--- config.mk ---
export PLATFORM = sky130hd
export DESIGN_NAME = simon_round_ctrl_flat
export DESIGN_NICKNAME = d
export VERILOG_FILES = /design/src/rtl/simon_round_ctrl_if.sv /design/src/rtl/simon_round_ctrl.sv /design/src/flat_wrapper.sv
export SDC_FILE = /design/constraint.sdc
export NUM_CORES = 1
export LEC_CHECK = 0
export ABC_AREA = 1
export CORE_UTILIZATION = 45
export CTS_BUF_LIST = sky130_fd_sc_hd__clkbuf_16
export DETAILED_ROUTE_END_ITERATION = 8
export PLACE_DENSITY = 0.74
export SKIP_LAST_GASP = 1
export SYNTH_ARGS = -nofsm -noshare
export SYNTH_HDL_FRONTEND = slang
export SYNTH_SLANG_ARGS = --single-unit
--- constraint.sdc ---
create_clock -name clk -period 2.4 [get_ports clk]
set_input_delay 0.48 -clock clk [delete_from_list [all_inputs] [get_ports clk]]
set_output_delay 0.48 -clock clk [all_outputs]
set_load 0.03 [all_outputs]
--- src/rtl/simon_round_ctrl_if.sv ---
// Handshake/status bundle between the Simon round controller and its user.
// The abort line exists only when SIMON_ROUND_ABORT_EN is defined.
interface simon_round_ctrl_if #(
  parameter int IDX_W = 6
);
  logic             start;
  logic             done_ready;
  logic             busy;
  logic             load_en;
  logic             round_en;
  logic             key_sched_en;
  logic [IDX_W-1:0] round_idx;
  logic             z_bit;
  logic             done_valid;
`ifdef SIMON_ROUND_ABORT_EN
  logic             abort;
`endif

  modport master (
`ifdef SIMON_ROUND_ABORT_EN
    output abort,
`endif
    output start, done_ready,
    input  busy, load_en, round_en, key_sched_en, round_idx, z_bit, done_valid
  );

  modport slave (
`ifdef SIMON_ROUND_ABORT_EN
    input  abort,
`endif
    input  start, done_ready,
    output busy, load_en, round_en, key_sched_en, round_idx, z_bit, done_valid
  );
endinterface

--- src/rtl/simon_round_ctrl.sv ---
// Moore sequencer for an iterative Simon block cipher: load, ROUNDS rounds, hold result.
// Optional feature: define SIMON_ROUND_ABORT_EN to add an abort input that cancels a run.
module simon_round_ctrl #(
  parameter int          ROUNDS    = 32,
  parameter int          KEY_WORDS = 4,
  parameter int          IDX_W     = 6,
  parameter logic [61:0] Z_SEQ     = 62'b11111010001001010110000111001101111101000100101011000011100110
) (
  input logic               clk,
  input logic               reset,
  simon_round_ctrl_if.slave bus
);

  localparam logic [1:0] IDLE  = 2'd0;
  localparam logic [1:0] LOAD  = 2'd1;
  localparam logic [1:0] ROUND = 2'd2;
  localparam logic [1:0] DONE  = 2'd3;

  localparam logic [IDX_W-1:0] LAST_IDX = IDX_W'(ROUNDS - 1);

  logic [1:0]       state_reg, state_next;
  logic [IDX_W-1:0] idx_reg, idx_next;
  logic             abort_hit;

`ifdef SIMON_ROUND_ABORT_EN
  assign abort_hit = bus.abort;
`else
  assign abort_hit = 1'b0;
`endif

  always_comb begin
    state_next = state_reg;
    idx_next   = idx_reg;
    case (state_reg)
      IDLE: begin
        idx_next = '0;
        if (bus.start) state_next = LOAD;
      end
      LOAD: begin
        idx_next   = '0;
        state_next = ROUND;
      end
      ROUND: begin
        if (idx_reg == LAST_IDX) state_next = DONE;
        else                     idx_next   = idx_reg + 1'b1;
      end
      DONE: begin
        if (bus.done_ready) begin
          state_next = IDLE;
          idx_next   = '0;
        end
      end
      default: begin
        state_next = IDLE;
        idx_next   = '0;
      end
    endcase
    // Abort overrides every other transition but has nothing to cancel in IDLE.
    if (abort_hit && state_reg != IDLE) begin
      state_next = IDLE;
      idx_next   = '0;
    end
  end

  always_ff @(posedge clk or posedge reset) begin
    if (reset) begin
      state_reg <= IDLE;
      idx_reg   <= '0;
    end else begin
      state_reg <= state_next;
      idx_reg   <= idx_next;
    end
  end

  // Bit-reversed copy of the z constant so round r reads entry r directly.
  logic [61:0] z_rev;
  genvar gi;
  generate
    for (gi = 0; gi < 62; gi++) begin : g_zrev
      assign z_rev[gi] = Z_SEQ[61-gi];
    end
  endgenerate

  logic [5:0] z_sel;
  assign z_sel = 6'(32'(idx_reg) % 32'd62);

  assign bus.busy         = (state_reg != IDLE);
  assign bus.load_en      = (state_reg == LOAD);
  assign bus.round_en     = (state_reg == ROUND);
  assign bus.key_sched_en = (state_reg == ROUND) && (32'(idx_reg) >= 32'(KEY_WORDS));
  assign bus.z_bit        = (state_reg == ROUND) && z_rev[z_sel];
  assign bus.done_valid   = (state_reg == DONE);
  assign bus.round_idx    = idx_reg;

endmodule

--- src/flat_wrapper.sv ---
// flat-port wrapper written by rule: the top's interface ports become plain ports
module simon_round_ctrl_flat 
#(
  parameter int          ROUNDS    = 32,
  parameter int          KEY_WORDS = 4,
  parameter int          IDX_W     = 6,
  parameter logic [61:0] Z_SEQ     = 62'b11111010001001010110000111001101111101000100101011000011100110
)
  (clk, reset, bus_start, bus_done_ready, bus_busy, bus_load_en, bus_round_en, bus_key_sched_en, bus_round_idx, bus_z_bit, bus_done_valid);
  simon_round_ctrl_if #(.IDX_W(IDX_W)) bus_i ();
  input logic clk;
  input logic reset;
  input wire logic [$bits(bus_i.start)-1:0] bus_start;
  input wire logic [$bits(bus_i.done_ready)-1:0] bus_done_ready;
  output wire logic [$bits(bus_i.busy)-1:0] bus_busy;
  output wire logic [$bits(bus_i.load_en)-1:0] bus_load_en;
  output wire logic [$bits(bus_i.round_en)-1:0] bus_round_en;
  output wire logic [$bits(bus_i.key_sched_en)-1:0] bus_key_sched_en;
  output wire logic [$bits(bus_i.round_idx)-1:0] bus_round_idx;
  output wire logic [$bits(bus_i.z_bit)-1:0] bus_z_bit;
  output wire logic [$bits(bus_i.done_valid)-1:0] bus_done_valid;
  assign bus_i.start = bus_start;
  assign bus_i.done_ready = bus_done_ready;
  assign bus_busy = bus_i.busy;
  assign bus_load_en = bus_i.load_en;
  assign bus_round_en = bus_i.round_en;
  assign bus_key_sched_en = bus_i.key_sched_en;
  assign bus_round_idx = bus_i.round_idx;
  assign bus_z_bit = bus_i.z_bit;
  assign bus_done_valid = bus_i.done_valid;
  simon_round_ctrl #(.ROUNDS(ROUNDS), .KEY_WORDS(KEY_WORDS), .IDX_W(IDX_W), .Z_SEQ(Z_SEQ)) u_core (.clk(clk), .reset(reset), .bus(bus_i));
endmodule
After elaboration in Yosys (flattened, before gate mapping)

Memory sizes are Yosys's and may differ from the RTL's.
Cells that the tools add are included.

Add/sub/neg operators: 1
$mul: 0
Div/mod/pow operators: 1
Magnitude comparators: 2
Eq/ne operators: 8
Shifts and indexed selects: 0
Muxes and demuxes: 8
Bitwise logic cells: 0
Reductions and logical operators: 7

Operators with widths:

| kind                   | number |
|---|---|
| $mod A6 B6 Y32 const B | 1 |
| $pmux W6 S3            | 1 |
| $mux W6                | 2 |
| $pmux W2 S4            | 1 |
| $lt A6 B7 Y1 const B   | 1 |
| $add A6 B1 Y6 const B  | 1 |
| $eq A6 B5 Y1 const B   | 1 |
| $ge A6 B3 Y1 const B   | 1 |
| $mux W2                | 3 |
| $ne A2 B2 Y1 const B   | 3 |
| $eq A2 B2 Y1 const B   | 2 |
| $reduce_and A3 Y1      | 1 |
| $eq A2 B1 Y1 const B   | 1 |
| $logic_and A1 B1 Y1    | 2 |
| $logic_not A2 Y1       | 1 |
| $ne A2 B1 Y1 const B   | 1 |
| $reduce_and A2 Y1      | 1 |
| $reduce_bool A2 Y1     | 1 |
| $reduce_or A2 Y1       | 1 |
| $mux W1                | 1 |

Bits in registers: 8
Latch bits: 0
RAM bits: 0
Bits in read-only memories: 64
Input bits: 4
Output and inout bits: 12
Word-level logic and storage cells: 30
Memories kept: 1

Memory list:

| memory          | words | bits a word | rd ports | clocked after Yosys merged registers in | write ports | line                   | text |
|---|---|---|---|---|---|---|---|
| (no name shown) | 64    | 1           | 1        | 0                                       | 0           | simon_round_ctrl.sv:91 | `assign bus.z_bit = (state_reg == ROUND) && z_rev[z_sel];` |

Logic depth before layout (Yosys ltp)

Gate-level depths: netlist of run 1.

Depth in word-level cells: 4
Gate-level depth with buffers: 14
Mapped depth without buffers: 14

Worst setup path after synthesis of run 1

No wires, ideal clock.

Path kind: register to output
From: register u_core.idx_reg[0], in the netlist u_core.bus.round_idx[0]
To: output bus_z_bit
Arrival: 2.225 ns
Data required time: 1.920 ns
Slack: -0.305 ns
Stages on the path, launching flop included: 14
Path buffers: 0
Cells stage by stage: dfrtp_1 inv_1 ha_1 inv_1 nand2_1 nand2_1 nand2_1 nand2_1 ha_1 nand3_1 nand3_1 nor2_1 nor2_1 nor2_2

Longest elaborated chain between the ends: 4

Ends and longest elaborated chain:

| item                          | line                   | text |
|---|---|---|
| start, declared               | simon_round_ctrl.sv:22 | `logic [IDX_W-1:0] idx_reg, idx_next;` |
| start signal, assigned        | simon_round_ctrl.sv:71 | `idx_reg <= idx_next;` |
| $mod A6 B6 Y32                | simon_round_ctrl.sv:85 | `assign z_sel = 6'(32'(idx_reg) % 32'd62);` |
| $mem_v2 Z64 W1                | --                     |  |
| $mux W1 (not written as such) | simon_round_ctrl.sv:91 |  |
| $logic_and A1 B1 Y1           | simon_round_ctrl.sv:91 |  |
| end, declared                 | flat_wrapper.sv:20     | `output wire logic [$bits(bus_i.z_bit)-1:0] bus_z_bit;` |

No other way between the ends. The select of a mux whose other input is x is not followed.

Final worst setup path of run 1

Same ends and word-level chain as after synthesis.

==> results.sh, run 1 <==
export IMPL_status="finished, violations left"
export IMPL_violations="negative setup slack"
export IMPL_synthCells=121
export IMPL_fin_crit_sh_pct=102
export IMPL_ir_drop_mv=0.990
export IMPL_final_core_util_pct=78.7
export IMPL_synth_enable_flop_cells=0
export IMPL_ios=16
export IMPL_finalWorstSetupSlack_ns=-0.0451
export IMPL_numCtsBuffers=3
export IMPL_route_detailed_drc=0
export IMPL_floorplan_initialDensity_pct=47.5
export IMPL_hold_violations=0
export IMPL_final_area_um2=1360
export IMPL_ys_types=20
export IMPL_maxCapViolCount=0
export IMPL_p_int_uw=819
export IMPL_drive_gt1_share_pct=35.4
export IMPL_seqPwrFrac_pct=14.0
export IMPL_synth_main_ff_cell="dfrtp_1"
export IMPL_dr_total_vias=963
export IMPL_power_leakage_uw=0.000654
export IMPL_grt_max_degree=9
export IMPL_cp_max_fo=4
export IMPL_fmax_ghz=0.409
export IMPL_syn2layout_area_growth_pct=65.5
export IMPL_finalCriticalPeriod_ns=2.45
export IMPL_synth_top_area_cell="dfrtp_1"
export IMPL_cts_tree="yes"
export IMPL_grt_use_total_pct=23.9
export IMPL_antenna_cells=0
export IMPL_clk_pin_slew_ns=0.04
export IMPL_synth_seq_cells=8
export IMPL_ys_warn_count=0
export IMPL_tns_ns=-0.0451
export IMPL_syn_avg_cell_area_um2=6.78
export IMPL_worst_pin_slew_ns=0.398
export IMPL_routed_wl_mm=2.43
export IMPL_pre_cts_ws_ns=0.0257
export IMPL_synth_area_um2=821
export IMPL_numPortBuffers=15
export IMPL_end_kind="output pin"
export IMPL_hp_class="in2async"
export IMPL_relSlewSlack_pct=73.2
export IMPL_dieArea_um2=2000
export IMPL_drt_pass1_iter_count=4
export IMPL_cts_hold_buf=0
export IMPL_yosys_top_cells_count="26 x nand2_1, 19 x inv_1, 14 x nor2_1, 12 x ha_1, 11 x nand3_1"
export IMPL_crit_path_start="u_core.bus.round_idx[0]"
export IMPL_worstSetupStartpointType="flop"
export IMPL_die_w_um=44.7
export IMPL_wl_per_cell_um=13.3
export IMPL_antenna_left=0
export IMPL_wl_met3_um=93
export IMPL_first_global_vias=881
export IMPL_ys_async_sr_fraction_pct=100
export IMPL_gp_congestion=0.845
export IMPL_crit_type="reg2out"
export IMPL_switching_share_pct=45.8
export IMPL_dp_hpwl_mm=1.46
export IMPL_antenna_found_initial=0
export IMPL_cp_data_arrival_time_ns=1.97
export IMPL_setup_viol=1
export IMPL_cts_sinks=8
export IMPL_highest_layer="met4"
export IMPL_grt_pass1_wl_mm=3.44
export IMPL_clockRootBuffer="clkbuf_16"
export IMPL_rsz0062_at_grt="true"
export IMPL_largest_reg_flops=6
export IMPL_crit_required_ns=1.92
export IMPL_pwr_share_comb_pct=66.9
export IMPL_clock_latency_ns=0.23
export IMPL_netSwitchingPower_uw=693
export IMPL_htree_levels=1
export IMPL_reg2regPathDepth=12
export IMPL_r2r_start="u_core.bus.round_idx[1]"
export IMPL_grt_overflow=0
export IMPL_clock_power_share_pct=19.0
export IMPL_ys_seq_area_share_pct=24.4
export IMPL_netlist_area_leader_share_pct=24.4
export IMPL_dpl_cell_area_um2=1080
export IMPL_skew_ns=0.00621
export IMPL_wl_met2_mm=1.35
export IMPL_yosysMostFrequentCell="nand2_1"
export IMPL_die_h_um=44.7
export IMPL_syn_nets=137
export IMPL_core_um2=1730
export IMPL_clockBufferDepth=2
export IMPL_drv_slew=0
export IMPL_viasPerCell=5.26
export IMPL_rows=15
export IMPL_power_density_nw_per_um2=1110
export IMPL_synthTopCellsByArea="dfrtp_1 24%, ha_1 18%, nand2_1 12%"
export IMPL_num_nets_final=175
export IMPL_wl_met1_um=930
export IMPL_holdWs_ns=0.505
export IMPL_first_iter_violations=17
-- repair_timing --
| item | in CTS | in global routing |
|---|---|---|
| setup endpoints to repair | 1 | 2 |
| cloned | 0 | 0 |
| pin swaps | 13 | 15 |
| resized for setup | 12 | 19 |
| setup buffers | 5 | 5 |
-- through the flow --
stage / instances / total power, uW
floorplan: 121 / 719
global placement: 170 / 972
detailed placement: 170 / 989
CTS: 179 / 1400
global route: 183 / 1600
finish: 183 / 1510
-- layer usage --
metal	track usage (%)	vias up
li1	-	459
met1	25.4	464
met2	44.4	33
met3	4.00	7
met4	13.3	0
met5	0	-
-- cells in the final DEF (no fill, tap or decap), types with 2 or more instances in the layout --
cell,instances
nor2_2,2
inv_1,16
ha_4,3
clkdlybuf4s50_1,13
clkbuf_16,3
o21ai_0,3
nand3_2,4
ha_1,9
buf_4,16
nand3_4,2
a21oi_1,8
nand2_4,4
nor2_1,12
dfrtp_2,3
nand3_1,7
nor3_1,2
nand2_1,20
dfrtp_1,5
nand4_1,3
buf_6,4
nor2_4,2
nand2_2,5
inv_2,4
-- power by group through the flow --
| stage | clock (uW) | sequential [uW] | combinational (uW) |
|---|---|---|---|
| floorplan | 0 | 257 | 462 |
| global placement | 0 | 207 | 765 |
| detailed placement | 0 | 209 | 780 |
| CTS | 289 | 213 | 901 |
| global route | 291 | 217 | 1090 |
| finish | 288 | 212 | 1010 |
-- worst max-delay path, cell delays in order (launching register included) --
cell and delay (ns):
dfrtp_2 0.41, inv_4 0.07, ha_4 0.14, inv_2 0.03
nand2_2 0.07, nand2_2 0.06, nand2_4 0.08, nand2_4 0.07
ha_4 0.28, nand3_1 0.09, nand3_1 0.09, nor2_2 0.04
nor2_2 0.12, nor2_4 0.05, buf_6 0.13
-- kinds of logic (layout without fill, tap and decap cells) --
family / count (synthesis) / in the layout / synth area share (%)
AND/OR/NAND/NOR: 65 / 65 / 37.2
adder cells (fa/ha/maj): 12 / 12 / 18.3
AO/OA/AOI/OAI: 14 / 14 / 8.99
buffers and inverters: 21 / 58 / 10.1
XOR/XNOR: 1 / 1 / 1.07
flip-flops: 8 / 8 / 24.4
-- worst paths after layout --
path / end / slack (ns)
hold / removal: u_core.state_reg[1] / 0.50
hold reg to reg: u_core.state_reg[1] / 0.63
setup / recovery: bus_z_bit / -0.05
max in group asynchronous: u_core.bus.round_idx[2] / 1.62
min in group clk: u_core.state_reg[1] / 0.63
setup reg to reg: u_core.bus.round_idx[3] / 0.51
-- cell type report --
| type | instances | area [um^2] |
|---|---|---|
| Multi-Input combinational cell | 92 | 659 |
| Fill cell | 122 | 368 |
| Timing Repair Buffer | 34 | 308 |
| Sequential cell | 8 | 204 |
| Inverter | 20 | 77.6 |
| Clock buffer | 3 | 75.1 |
| Tap cell | 25 | 31.3 |
| Clock inverter | 1 | 3.75 |
Power figures use the tool's default switching activity.
==> inputs of run 2 (changes only) <==
--- a/config.mk
+++ b/config.mk
@@ -10,6 +10,7 @@
 export CTS_BUF_LIST = sky130_fd_sc_hd__clkbuf_16
 export DETAILED_ROUTE_END_ITERATION = 8
 export PLACE_DENSITY = 0.74
+export SETUP_SLACK_MARGIN = 0.2
 export SKIP_LAST_GASP = 1
 export SYNTH_ARGS = -nofsm -noshare
 export SYNTH_HDL_FRONTEND = slang
==> run 2 against run 1 <==
Compared with the run above: clock power decreased by 4%; first-iteration DRC count increased by 12%; die area unchanged; via count shrank 6.9%; the run still ends with negative setup slack left; final area decreased by 3.8%; critical path depth fell by 1; global-route usage rose by 0.92 points; sequential share of layout area increased by 0.68 points; clock-buffer cell count is the same; largest cell class unchanged.
==> results.sh, run 2 (synthesis results as in run 1) <==
export IMPL_status="finished, violations left"
export IMPL_violations="negative setup slack"
export IMPL_finalWorstSetupSlack_ns=-0.103
export IMPL_grt_pass1_wl_mm=3.55
export IMPL_mostFrequentLayoutCells="20 x nand2_1, 16 x inv_1, 13 x buf_4"
export IMPL_maxCapViolCount=0
export IMPL_num_nets_final=170
export IMPL_grt_use_total_pct=24.8
export IMPL_hold_violations=0
export IMPL_power_leakage_uw=0.000616
export IMPL_dr_total_vias=897
export IMPL_ios=16
export IMPL_floorplan_initialDensity_pct=47.5
export IMPL_wl_per_cell_um=13.1
export IMPL_end_kind="output pin"
export IMPL_numCtsBuffers=3
export IMPL_crit_type="reg2out"
export IMPL_power_density_nw_per_um2=1100
export IMPL_rsz0062_at_grt="true"
export IMPL_dp_hpwl_mm=1.50
export IMPL_finalCriticalPeriod_ns=2.50
export IMPL_cts_sinks=8
export IMPL_nFillCells=133
export IMPL_antenna_cells=0
export IMPL_setup_viol=1
export IMPL_core_um2=1730
export IMPL_ir_drop_mv=0.961
export IMPL_routed_wl_mm=2.32
export IMPL_die_h_um=44.7
export IMPL_die_w_um=44.7
export IMPL_gp_congestion=0.840
export IMPL_numPortBuffers=15
export IMPL_rows=15
export IMPL_drv_slew=0
export IMPL_dieArea_um2=2000
export IMPL_worst_pin_slew_ns=0.382
export IMPL_worstSetupStartpointType="flop"
export IMPL_clockBufferDepth=2
export IMPL_drt_pass1_iter_count=4
export IMPL_clockRootBuffer="clkbuf_16"
export IMPL_antenna_found_initial=0
export IMPL_tns_ns=-0.103
export IMPL_first_iter_violations=19
export IMPL_cp_data_arrival_time_ns=2.02
export IMPL_skew_ns=0.00272
export IMPL_drive_gt1_share_pct=34.2
export IMPL_clk_pin_slew_ns=0.04
export IMPL_grt_overflow=0
export IMPL_antenna_left=0
export IMPL_hp_class="in2async"
export IMPL_relSlewSlack_pct=74.2
export IMPL_cts_tree="yes"
export IMPL_grt_max_degree=9
export IMPL_fin_crit_sh_pct=104
export IMPL_route_detailed_drc=0
export IMPL_crit_required_ns=1.92
export IMPL_p_total_uw=1440
export IMPL_clock_latency_ns=0.23
export IMPL_fmax_ghz=0.400
export IMPL_final_common_cell="nand2_1"
export IMPL_largest_reg_flops=6
export IMPL_first_global_vias=912
export IMPL_htree_levels=1
export IMPL_cp_max_fo=5
export IMPL_viasPerCell=5.07
export IMPL_syn2layout_area_growth_pct=59.3
==> run 2: changes by cell type in the layout (fill, tap and decap cells not counted), sizes merged <==
cell,before,now
buf,20,15
dlygate4sd2,0,2
clkdlybuf4s50,13,12
dlymetal6s2s,1,0
inv,21,20
==> run 2: area by class of cell <==
cell class	instances	area [um^2]	share of cell area, %
Clock buffer	3	75.1	5.74
Multi-Input combinational cell	92	652	49.9
Tap cell	25	31.3	2.39
Timing Repair Buffer	29	267	20.4
Sequential cell	8	205	15.7
Inverter	20	77.6	5.93
==> run 2: final timing paths <==
kind / from / to / slack [ns] / cells past startpoint
max in group asynchronous: reset / u_core.bus.round_idx[5] / 1.64 / 2
hold reg to reg: u_core.state_reg[1] / u_core.state_reg[1] / 0.64 / 2
setup / recovery: u_core.bus.round_idx[2] / bus_z_bit / -0.10 / 13
min in group clk: u_core.state_reg[1] / u_core.state_reg[1] / 0.64 / 2
hold / removal: reset / u_core.state_reg[0] / 0.50 / 2
setup reg to reg: u_core.bus.round_idx[1] / u_core.bus.round_idx[3] / 0.43 / 12
==> run 2: timing repair <==
action / 4_1_cts / 5_1_grt
hold buffers: 0 / 0
pin swaps: 14 / 9
endpoints found under the setup margin: 3 / 1
gates resized for setup: 13 / 8
buffers inserted: 4 / 3
==> run 2: layer usage <==
layer | wire, um | global-route usage [%]
met5 | 0 | 0
met1 | 916 | 24.4
met2 | 1310 | 49.4
met3 | 43 | 3.20
met4 | 47 | 13.3
==> run 2: worst max-delay path, cell delays in order, from the launching register on <==
cell	delay, ns
dfrtp_2	0.39
nand2_2	0.07
nor2_4	0.22
nand2_2	0.10
nand2_2	0.10
nand2_4	0.08
ha_4	0.25
nand2_2	0.07
nand3_2	0.06
a21oi_2	0.14
nand2_1	0.07
nand2_2	0.07
nor2_4	0.03
buf_6	0.13
==> run 2: per-stage QoR <==
stage          setup WS, ns  std cells  area [um^2]  hold WS [ns]  utilization (%)
6_report             -0.103        177         1310         0.505             75.7
5_1_grt              -0.180        177         1310         0.553             75.7
4_1_cts             -0.0436        174         1250         0.521             72.5
3_5_place_dp         0.0780        167         1090         0.642             63.1
3_3_place_gp          0.155        167         1090         0.621             63.1
2_1_floorplan        0.0577        121          870         0.295                -
==> run 2: report_power, final <==
group	switching, uW	internal [uW]	leakage [uW]
clock network	62.9	215	0.0000370
registers	37.6	177	0.0000985
logic	558	390	0.000481
